--- config.mk ---
export PLATFORM = sky130hd
export DESIGN_NAME = spram_fifo_ctrl_flat
export DESIGN_NICKNAME = d
export VERILOG_FILES = /design/src/rtl/spram_fifo_ctrl_if.sv /design/src/rtl/spram_fifo_ctrl.sv /design/src/flat_wrapper.sv
export SDC_FILE = /design/constraint.sdc
export NUM_CORES = 1
export LEC_CHECK = 0
export BUFFER_PORTS_ARGS = -buffer_cell sky130_fd_sc_hd__clkbuf_2
export CAP_MARGIN = 10
export CORE_MARGIN = 4
export CORE_UTILIZATION = 63
export CTS_CLUSTER_DIAMETER = 30
export CTS_CLUSTER_SIZE = 30
export DETAILED_ROUTE_END_ITERATION = 8
export PLACE_DENSITY = 0.8
export SYNTH_ARGS = -nofsm -noshare
export SYNTH_HDL_FRONTEND = slang
export SYNTH_SLANG_ARGS = --single-unit
--- constraint.sdc ---
create_clock -name clk -period 6.4 [get_ports clk]
set_input_delay 0.96 -clock clk [delete_from_list [all_inputs] [get_ports clk]]
set_output_delay 0.96 -clock clk [all_outputs]
set_load 0.1 [all_outputs]
--- src/rtl/spram_fifo_ctrl_if.sv ---
// Purpose: instruction/status bundle between an instruction source and spram_fifo_ctrl.
// Latency: none, wires only.
// Backpressure: the source holds inst while ready is low.
interface spram_fifo_ctrl_if #(
    parameter int WIDTH = 32,
    parameter int DEPTH = 16
);
    localparam int CW = $clog2(DEPTH) + 1;

    logic [WIDTH+1:0] inst;        // {WE, RE, DI}
    logic             err_clr;
    logic             ready;
    logic [WIDTH-1:0] DO;
    logic             read_valid;
    logic             full;
    logic             empty;
    logic             almost_full;
    logic             almost_empty;
    logic [CW-1:0]    count;
    logic             overflow;
    logic             underflow;

    // Instruction source side.
    modport master (
        output inst, err_clr,
        input  ready, DO, read_valid, full, empty, almost_full, almost_empty,
               count, overflow, underflow
    );

    // FIFO controller side.
    modport slave (
        input  inst, err_clr,
        output ready, DO, read_valid, full, empty, almost_full, almost_empty,
               count, overflow, underflow
    );
endinterface

--- src/rtl/spram_fifo_ctrl.sv ---
// Purpose: FIFO controller on a single-port RAM with a one-entry write-hold buffer.
// Latency: read accepted at edge N presents DO/read_valid after edge N+1; flags update at the accept edge.
// Backpressure: ready drops for one cycle after a WE&RE pair while the held write commits.
module spram_fifo_ctrl #(
    parameter int WIDTH     = 32,
    parameter int DEPTH     = 16,
    parameter int AF_THRESH = DEPTH - 2,
    parameter int AE_THRESH = 2
) (
    input  logic               clk,
    input  logic               rst,
    spram_fifo_ctrl_if.slave   bus
);
    localparam int AW = $clog2(DEPTH);
    localparam int CW = AW + 1;

    // ST_COMMIT is the cycle in which the held write owns the RAM port.
    typedef enum logic [0:0] {
        ST_RUN    = 1'b0,
        ST_COMMIT = 1'b1
    } state_t;

    state_t           state_q, state_d;

    // Storage: one access per cycle through ram_addr.
    logic [WIDTH-1:0] mem [DEPTH];
    logic             ram_we;
    logic             ram_re;
    logic [AW-1:0]    ram_addr;
    logic [WIDTH-1:0] ram_wdat;
    logic [WIDTH-1:0] rd_dat_q;

    logic [AW-1:0]    wp_q, wp_d;
    logic [AW-1:0]    rp_q, rp_d;
    logic [CW-1:0]    count_q, count_d;
    logic [WIDTH-1:0] hold_dat_q;
    logic             hold_ld;
    logic             hold_v;

    logic             rd_acc;
    logic             rd_pend_q;
    logic [WIDTH-1:0] do_q;
    logic             rv_q;

    logic             full_q, empty_q, af_q, ae_q;
    logic             ovf_q, unf_q;
    logic             ovf_set, unf_set;

    logic             op_we;
    logic             op_re;
    logic [WIDTH-1:0] op_di;
    logic             is_full;
    logic             is_empty;

    assign op_we    = bus.inst[WIDTH+1];
    assign op_re    = bus.inst[WIDTH];
    assign op_di    = bus.inst[WIDTH-1:0];
    assign is_full  = (count_q == CW'(DEPTH));
    assign is_empty = (count_q == '0);
    assign hold_v   = (state_q == ST_COMMIT);

    // Next-state and RAM port arbitration: decode the accepted instruction or commit the held write.
    always_comb begin
        state_d  = state_q;
        ram_we   = 1'b0;
        ram_re   = 1'b0;
        ram_addr = wp_q;
        ram_wdat = op_di;
        wp_d     = wp_q;
        rp_d     = rp_q;
        count_d  = count_q;
        hold_ld  = 1'b0;
        rd_acc   = 1'b0;
        ovf_set  = 1'b0;
        unf_set  = 1'b0;

        case (state_q)
            ST_RUN: begin
                if (op_we && op_re) begin
                    if (!is_empty) begin
                        // Read wins the port; the write waits one cycle in the hold buffer.
                        ram_re   = 1'b1;
                        ram_addr = rp_q;
                        rp_d     = rp_q + 1'b1;
                        rd_acc   = 1'b1;
                        hold_ld  = 1'b1;
                        state_d  = ST_COMMIT;
                    end else begin
                        // Nothing to read: flag it and let the write go straight in.
                        unf_set  = 1'b1;
                        ram_we   = 1'b1;
                        ram_addr = wp_q;
                        wp_d     = wp_q + 1'b1;
                        count_d  = count_q + 1'b1;
                    end
                end else if (op_we) begin
                    if (!is_full) begin
                        ram_we   = 1'b1;
                        ram_addr = wp_q;
                        wp_d     = wp_q + 1'b1;
                        count_d  = count_q + 1'b1;
                    end else begin
                        ovf_set  = 1'b1;
                    end
                end else if (op_re) begin
                    if (!is_empty) begin
                        ram_re   = 1'b1;
                        ram_addr = rp_q;
                        rp_d     = rp_q + 1'b1;
                        rd_acc   = 1'b1;
                        count_d  = count_q - 1'b1;
                    end else begin
                        unf_set  = 1'b1;
                    end
                end
            end
            ST_COMMIT: begin
                // inst is ignored here; count already includes the held entry.
                ram_we   = 1'b1;
                ram_addr = wp_q;
                ram_wdat = hold_dat_q;
                wp_d     = wp_q + 1'b1;
                state_d  = ST_RUN;
            end
            default: state_d = ST_RUN;
        endcase
    end

    // Single-port RAM: either one write or one registered read per cycle, never both.
    always_ff @(posedge clk) begin
        if (!rst && ram_we) begin
            mem[ram_addr] <= ram_wdat;
        end else if (!rst && ram_re) begin
            rd_dat_q <= mem[ram_addr];
        end
    end

    // Control state, pointers, occupancy and hold buffer.
    always_ff @(posedge clk) begin
        if (rst) begin
            state_q    <= ST_RUN;
            wp_q       <= '0;
            rp_q       <= '0;
            count_q    <= '0;
            hold_dat_q <= '0;
        end else begin
            state_q <= state_d;
            wp_q    <= wp_d;
            rp_q    <= rp_d;
            count_q <= count_d;
            if (hold_ld) begin
                hold_dat_q <= op_di;
            end
        end
    end

    // Read return pipeline: RAM output register, then DO which holds until the next read.
    always_ff @(posedge clk) begin
        if (rst) begin
            rd_pend_q <= 1'b0;
            do_q      <= '0;
            rv_q      <= 1'b0;
        end else begin
            rd_pend_q <= rd_acc;
            rv_q      <= rd_pend_q;
            if (rd_pend_q) begin
                do_q <= rd_dat_q;
            end
        end
    end

    // Status flags registered from the next-state count so they move with count.
    always_ff @(posedge clk) begin
        if (rst) begin
            full_q  <= 1'b0;
            empty_q <= 1'b1;
            af_q    <= 1'b0;
            ae_q    <= 1'b1;
        end else begin
            full_q  <= (count_d == CW'(DEPTH));
            empty_q <= (count_d == '0);
            af_q    <= (count_d >= CW'(AF_THRESH));
            ae_q    <= (count_d <= CW'(AE_THRESH));
        end
    end

    // Sticky error flags; a new error in the clearing cycle keeps the flag set.
    always_ff @(posedge clk) begin
        if (rst) begin
            ovf_q <= 1'b0;
            unf_q <= 1'b0;
        end else begin
            ovf_q <= ovf_set | (ovf_q & ~bus.err_clr);
            unf_q <= unf_set | (unf_q & ~bus.err_clr);
        end
    end

    assign bus.ready        = ~hold_v;
    assign bus.DO           = do_q;
    assign bus.read_valid   = rv_q;
    assign bus.full         = full_q;
    assign bus.empty        = empty_q;
    assign bus.almost_full  = af_q;
    assign bus.almost_empty = ae_q;
    assign bus.count        = count_q;
    assign bus.overflow     = ovf_q;
    assign bus.underflow    = unf_q;

endmodule
--- src/flat_wrapper.sv ---
// flat-port wrapper written by rule: the top's interface ports become plain ports
module spram_fifo_ctrl_flat 
#(
    parameter int WIDTH     = 32,
    parameter int DEPTH     = 16,
    parameter int AF_THRESH = DEPTH - 2,
    parameter int AE_THRESH = 2
)
  (clk, rst, bus_inst, bus_err_clr, bus_ready, bus_DO, bus_read_valid, bus_full, bus_empty, bus_almost_full, bus_almost_empty, bus_count, bus_overflow, bus_underflow);
  spram_fifo_ctrl_if #(.WIDTH(WIDTH), .DEPTH(DEPTH)) bus_i ();
  input  logic clk;
  input  logic rst;
  input wire logic [$bits(bus_i.inst)-1:0] bus_inst;
  input wire logic [$bits(bus_i.err_clr)-1:0] bus_err_clr;
  output wire logic [$bits(bus_i.ready)-1:0] bus_ready;
  output wire logic [$bits(bus_i.DO)-1:0] bus_DO;
  output wire logic [$bits(bus_i.read_valid)-1:0] bus_read_valid;
  output wire logic [$bits(bus_i.full)-1:0] bus_full;
  output wire logic [$bits(bus_i.empty)-1:0] bus_empty;
  output wire logic [$bits(bus_i.almost_full)-1:0] bus_almost_full;
  output wire logic [$bits(bus_i.almost_empty)-1:0] bus_almost_empty;
  output wire logic [$bits(bus_i.count)-1:0] bus_count;
  output wire logic [$bits(bus_i.overflow)-1:0] bus_overflow;
  output wire logic [$bits(bus_i.underflow)-1:0] bus_underflow;
  assign bus_i.inst = bus_inst;
  assign bus_i.err_clr = bus_err_clr;
  assign bus_ready = bus_i.ready;
  assign bus_DO = bus_i.DO;
  assign bus_read_valid = bus_i.read_valid;
  assign bus_full = bus_i.full;
  assign bus_empty = bus_i.empty;
  assign bus_almost_full = bus_i.almost_full;
  assign bus_almost_empty = bus_i.almost_empty;
  assign bus_count = bus_i.count;
  assign bus_overflow = bus_i.overflow;
  assign bus_underflow = bus_i.underflow;
  spram_fifo_ctrl #(.WIDTH(WIDTH), .DEPTH(DEPTH), .AF_THRESH(AF_THRESH), .AE_THRESH(AE_THRESH)) u_core (.clk(clk), .rst(rst), .bus(bus_i));
endmodule
==> metrics.txt <==
# TYPE chip_impl_metric gauge
chip_impl_metric{name="p_leak",unit="uW"} 0.0114
chip_impl_metric{name="worstSkewPairLatency",unit="ns"} 0.68
chip_impl_metric{name="clock_buffer_depth",unit=""} 3
chip_impl_info{name="synth-main-ff-cell",value="sky130_fd_sc_hd__edfxtp_1"} 1
chip_impl_info{name="clock_tree.root_cell",value="sky130_fd_sc_hd__clkbuf_16"} 1
chip_impl_metric{name="min_period_over_period",unit="%"} 64.6
chip_impl_metric{name="synthCells",unit=""} 2520
chip_impl_metric{name="power-per-cell-area",unit="nW/um^2"} 445
chip_impl_metric{name="number_of_fillers_in_the_final_layout",unit=""} 2776
chip_impl_metric{name="comb_power_share",unit="%"} 27.6
chip_impl_metric{name="post_cts_resized",unit=""} 0
chip_impl_metric{name="ports_placed_on_the_boundary",unit=""} 82
chip_impl_metric{name="cts-htree-levels",unit=""} 3
chip_impl_metric{name="share_of_final_layout_standard_cells_stronger_than_drive_strength_1",unit="%"} 16.1
chip_impl_metric{name="finalSetupViolations",unit=""} 0
chip_impl_metric{name="switching_share",unit="%"} 34.0
chip_impl_metric{name="post_cts_clock_slew_at_the_launch_and_capture_registers_of_the_worst_setup_and_hold_paths",unit="ns"} 0.05
chip_impl_metric{name="tightest_slew",unit="ns"} 1.34
chip_impl_metric{name="synth_fp_nets",unit=""} 2561
chip_impl_metric{name="synth_edf_count",unit=""} 544
chip_impl_info{name="cts_tree",value="done"} 1
chip_impl_info{name="run_status",value="completed"} 1
chip_impl_metric{name="synth.cell_area",unit="sq um"} 29900
chip_impl_info{name="synth_top_cells_by_area",value="sky130_fd_sc_hd__edfxtp_1 55%, sky130_fd_sc_hd__mux2i_1 11%, sky130_fd_sc_hd__nand2_1 8.5%"} 1
chip_impl_metric{name="detailedRoute.firstPassIterationCount",unit=""} 6
chip_impl_metric{name="vias_in_the_first_global_route",unit=""} 22400
chip_impl_info{name="synth.top_cells.by_count",value="678 x sky130_fd_sc_hd__nand2_1, 544 x sky130_fd_sc_hd__edfxtp_1, 326 x sky130_fd_sc_hd__mux2i_1"} 1
chip_impl_metric{name="tns",unit="ns"} 0
chip_impl_info{name="r2r-end",value="u_core.mem[14][11]"} 1
chip_impl_metric{name="insertedDiodeCount",unit=""} 0
chip_impl_metric{name="drt_wl_total",unit="um"} 85700
chip_impl_metric{name="grt_first_pass_wirelength",unit="um"} 130000
chip_impl_metric{name="report.power.total",unit="uW"} 15500
chip_impl_info{name="cp-endpoint",value="u_core.mem[14][11]"} 1
chip_impl_info{name="timing.rr.start",value="u_core.bus.count[0]"} 1
chip_impl_metric{name="gp_congestion",unit=""} 0.834
chip_impl_metric{name="path_max_fanout",unit=""} 65
chip_impl_metric{name="power.net_switching",unit="uW"} 5290
chip_impl_metric{name="largest_net_degree_at_the_start_of_global_routing",unit=""} 162
chip_impl_metric{name="drt_iter0_markers",unit=""} 2885
chip_impl_metric{name="areaGrowthSynthToFinish",unit="%"} 16.9
chip_impl_metric{name="initial_utilization",unit="%"} 63.9
chip_impl_metric{name="instances_no_fill",unit=""} 3281
chip_impl_info{name="yosys.area.top_type",value="sky130_fd_sc_hd__edfxtp_1"} 1
chip_impl_metric{name="die_y",unit="um"} 226
chip_impl_metric{name="power.sequential.fraction",unit="%"} 31.9
chip_impl_metric{name="r2r_cells",unit=""} 7
chip_impl_info{name="worstHoldPathType",value="flop to flop"} 1
chip_impl_info{name="rsz_0062_raised_after_global_routing",value="no"} 1
chip_impl_metric{name="hold_violations",unit=""} 0
chip_impl_metric{name="power.ir.vdd_worst",unit="mV"} 0.465
chip_impl_metric{name="overflow",unit=""} 0
chip_impl_metric{name="post_synth.cell_area_avg",unit="sq um"} 11.9
chip_impl_metric{name="drc",unit=""} 0
chip_impl_metric{name="regToRegSetupSlack",unit="ns"} 2.26
chip_impl_metric{name="drv.max_cap_violation_count",unit=""} 0
chip_impl_metric{name="fmaxAchievable",unit="MHz"} 242
chip_impl_metric{name="crit_arrival",unit="ns"} 4.49
chip_impl_metric{name="timing.final.crit_period",unit="ns"} 4.14
chip_impl_metric{name="antenna_found_initial",unit=""} 0
chip_impl_metric{name="post-synth-top-area-fraction",unit="%"} 54.7
chip_impl_metric{name="die_area",unit="sq um"} 51000
chip_impl_info{name="setup.worst_path.end_class",value="flop"} 1
chip_impl_metric{name="grt_use_total",unit="%"} 33.2
chip_impl_metric{name="p_int",unit="uW"} 10300
chip_impl_metric{name="clock-sinks",unit=""} 630
chip_impl_metric{name="routedWlPerCell",unit="um"} 26.1
chip_impl_info{name="startpoint_types",value="flop"} 1
chip_impl_metric{name="avgViaCountPerCell",unit=""} 6.75
chip_impl_metric{name="final_critical_path_setup_slack",unit="ns"} 2.26
chip_impl_metric{name="core-area",unit="sq um"} 46800
chip_impl_metric{name="synth.lib_cells_used.distinct",unit=""} 63
chip_impl_info{name="worst-setup-path-type",value="flop to flop"} 1
chip_impl_metric{name="post-place-ws",unit="ns"} 2.21
chip_impl_metric{name="maxSlewHeadroom",unit="%"} 10.0
chip_impl_metric{name="place_inst",unit=""} 3055
chip_impl_metric{name="synth.ff_latch_count",unit=""} 630
chip_impl_metric{name="drv_slew",unit=""} 0
chip_impl_metric{name="dpl.hpwl",unit="um"} 44200
chip_impl_metric{name="required_arrival_time_at_the_worst_endpoint",unit="ns"} 6.75
chip_impl_metric{name="cts_buffers",unit=""} 118
chip_impl_metric{name="ant_nets",unit=""} 0
chip_impl_metric{name="cts-hold-fix-buffers",unit=""} 0
chip_impl_metric{name="worst_hold_slack",unit="ns"} 0.451
chip_impl_metric{name="num_vias",unit=""} 22200
chip_impl_info{name="timing.critical_path.from",value="u_core.bus.count[0]"} 1
chip_impl_info{name="yosys.cell_count.top_type",value="sky130_fd_sc_hd__nand2_1"} 1
chip_impl_metric{name="floorplan.die.width",unit="um"} 226
chip_impl_metric{name="share_of_synthesized_area_occupied_by_flip_flops_and_latches",unit="%"} 60.4
chip_impl_metric{name="port_buffers",unit=""} 81
chip_impl_metric{name="ys_async_sr_fraction",unit="%"} 0
chip_impl_metric{name="num_rows",unit=""} 79
chip_impl_metric{name="fin_worst_skew",unit="ns"} 0.0319
chip_impl_metric{name="buffers_inserted_during_post_cts_setup_optimization",unit=""} 0
chip_impl_metric{name="layout.nets",unit=""} 2609
chip_impl_metric{name="synth_warnings",unit=""} 0
chip_impl_metric{name="pwr-share-clk",unit="%"} 40.6
worst min-delay path by stage:
| stage | start | to | slack [ns] | cells past startpoint |
|---|---|---|---|---|
| floorplan | u_core.hold_dat_q[0] | u_core.hold_dat_q[0] | 0.43 | 2 |
| global placement | u_core.hold_dat_q[22] | u_core.hold_dat_q[22] | 0.44 | 2 |
| detailed placement | u_core.hold_dat_q[27] | u_core.hold_dat_q[27] | 0.44 | 2 |
| CTS | u_core.hold_dat_q[27] | u_core.hold_dat_q[27] | 0.45 | 2 |
| global route | u_core.hold_dat_q[27] | u_core.hold_dat_q[27] | 0.47 | 2 |
| finish | u_core.hold_dat_q[22] | u_core.hold_dat_q[22] | 0.45 | 2 |
critical path, stage by stage (launching register included):
cell and delay [ns]:
sky130_fd_sc_hd__dfxtp_1 0.34, sky130_fd_sc_hd__inv_1 0.14, sky130_fd_sc_hd__ha_1 0.29, sky130_fd_sc_hd__or4b_4 0.86, sky130_fd_sc_hd__nand2_8 0.48, sky130_fd_sc_hd__mux2i_1 0.26, sky130_fd_sc_hd__nor3_2 1.10, sky130_fd_sc_hd__buf_12 0.29
through the flow:
step	cell area, sq um	util, %
final	34900	74.7
after global routing	34900	74.7
after CTS	34900	74.7
after detailed placement	30800	66.0
after global placement	30800	66.0
after floorplan	29900	-
sequential cells by signal, summed over array words and instances (netlist names), 4 cells and up:
| register | flops |
|---|---|
| u_core.bus.DO | 32 |
| u_core.mem | 512 |
| u_core.hold_dat_q | 32 |
| u_core.bus.count | 5 |
| u_core.rd_dat_q | 32 |
| u_core.wp_q | 4 |
| u_core.rp_q | 4 |
layout make-up:
class | count | area, sq um | share of cell area, %
inverter | 40 | 150 | 0.430
multi-input combinational | 1642 | 11000 | 31.4
tap | 607 | 759 | 2.17
timing repair buffer | 136 | 896 | 2.56
sequential | 630 | 18100 | 51.7
clock buffer | 147 | 3170 | 9.09
clock inverter | 79 | 918 | 2.63
per-layer routing:
metal,part of all wire (%),wire (um),GRT usage (%)
met1,36,30900,41.7
met2,48,41500,53.9
met3,11,9330,7.97
met4,4.6,3960,17.1
met5,0,0,0
power groups by stage:
stage               clock, uW  combinational [uW]  sequential [uW]
CTS                      6330                4210             4950
global route             6540                4480             4970
global placement            0                4060             5020
floorplan                   0                2750             5280
finish                   6300                4290             4960
detailed placement          0                4150             5030
cells by family after synthesis:
| logic type | after synthesis | share of synthesized area (%) |
|---|---|---|
| AND/OR/NAND/NOR | 857 | 12.3 |
| adder cells (fa/ha/maj) | 4 | 0.167 |
| buffers and inverters | 248 | 3.49 |
| flip-flops | 630 | 60.4 |
| AO/OA/AOI/OAI | 413 | 11.1 |
| multiplexers | 360 | 12.2 |
| XOR/XNOR | 8 | 0.234 |
cells in the final DEF (no fill, tap or decap), drive strengths merged, types with 4 or more instances in the layout:
| cell type | instances |
|---|---|
| nand2 | 679 |
| edfxtp | 544 |
| mux2i | 327 |
| clkbuf | 227 |
| o41ai | 96 |
| a21boi | 96 |
| dfxtp | 86 |
| buf | 56 |
| nor2 | 52 |
| inv | 51 |
| clkinv | 43 |
| a21oi | 35 |
| a31oi | 34 |
| nand4 | 33 |
| mux2 | 33 |
| o2111ai | 32 |
| o21a | 32 |
| and4 | 32 |
| o2111a | 32 |
| a21bo | 32 |
| nor3 | 16 |
| bufinv | 15 |
| clkinvlp | 10 |
| nor3b | 8 |
| and2 | 7 |
| o21ai | 7 |
| nor2b | 7 |
| nand2b | 6 |
| xor2 | 5 |
| o22ai | 4 |
| ha | 4 |
Power figures use the tool's default switching activity.
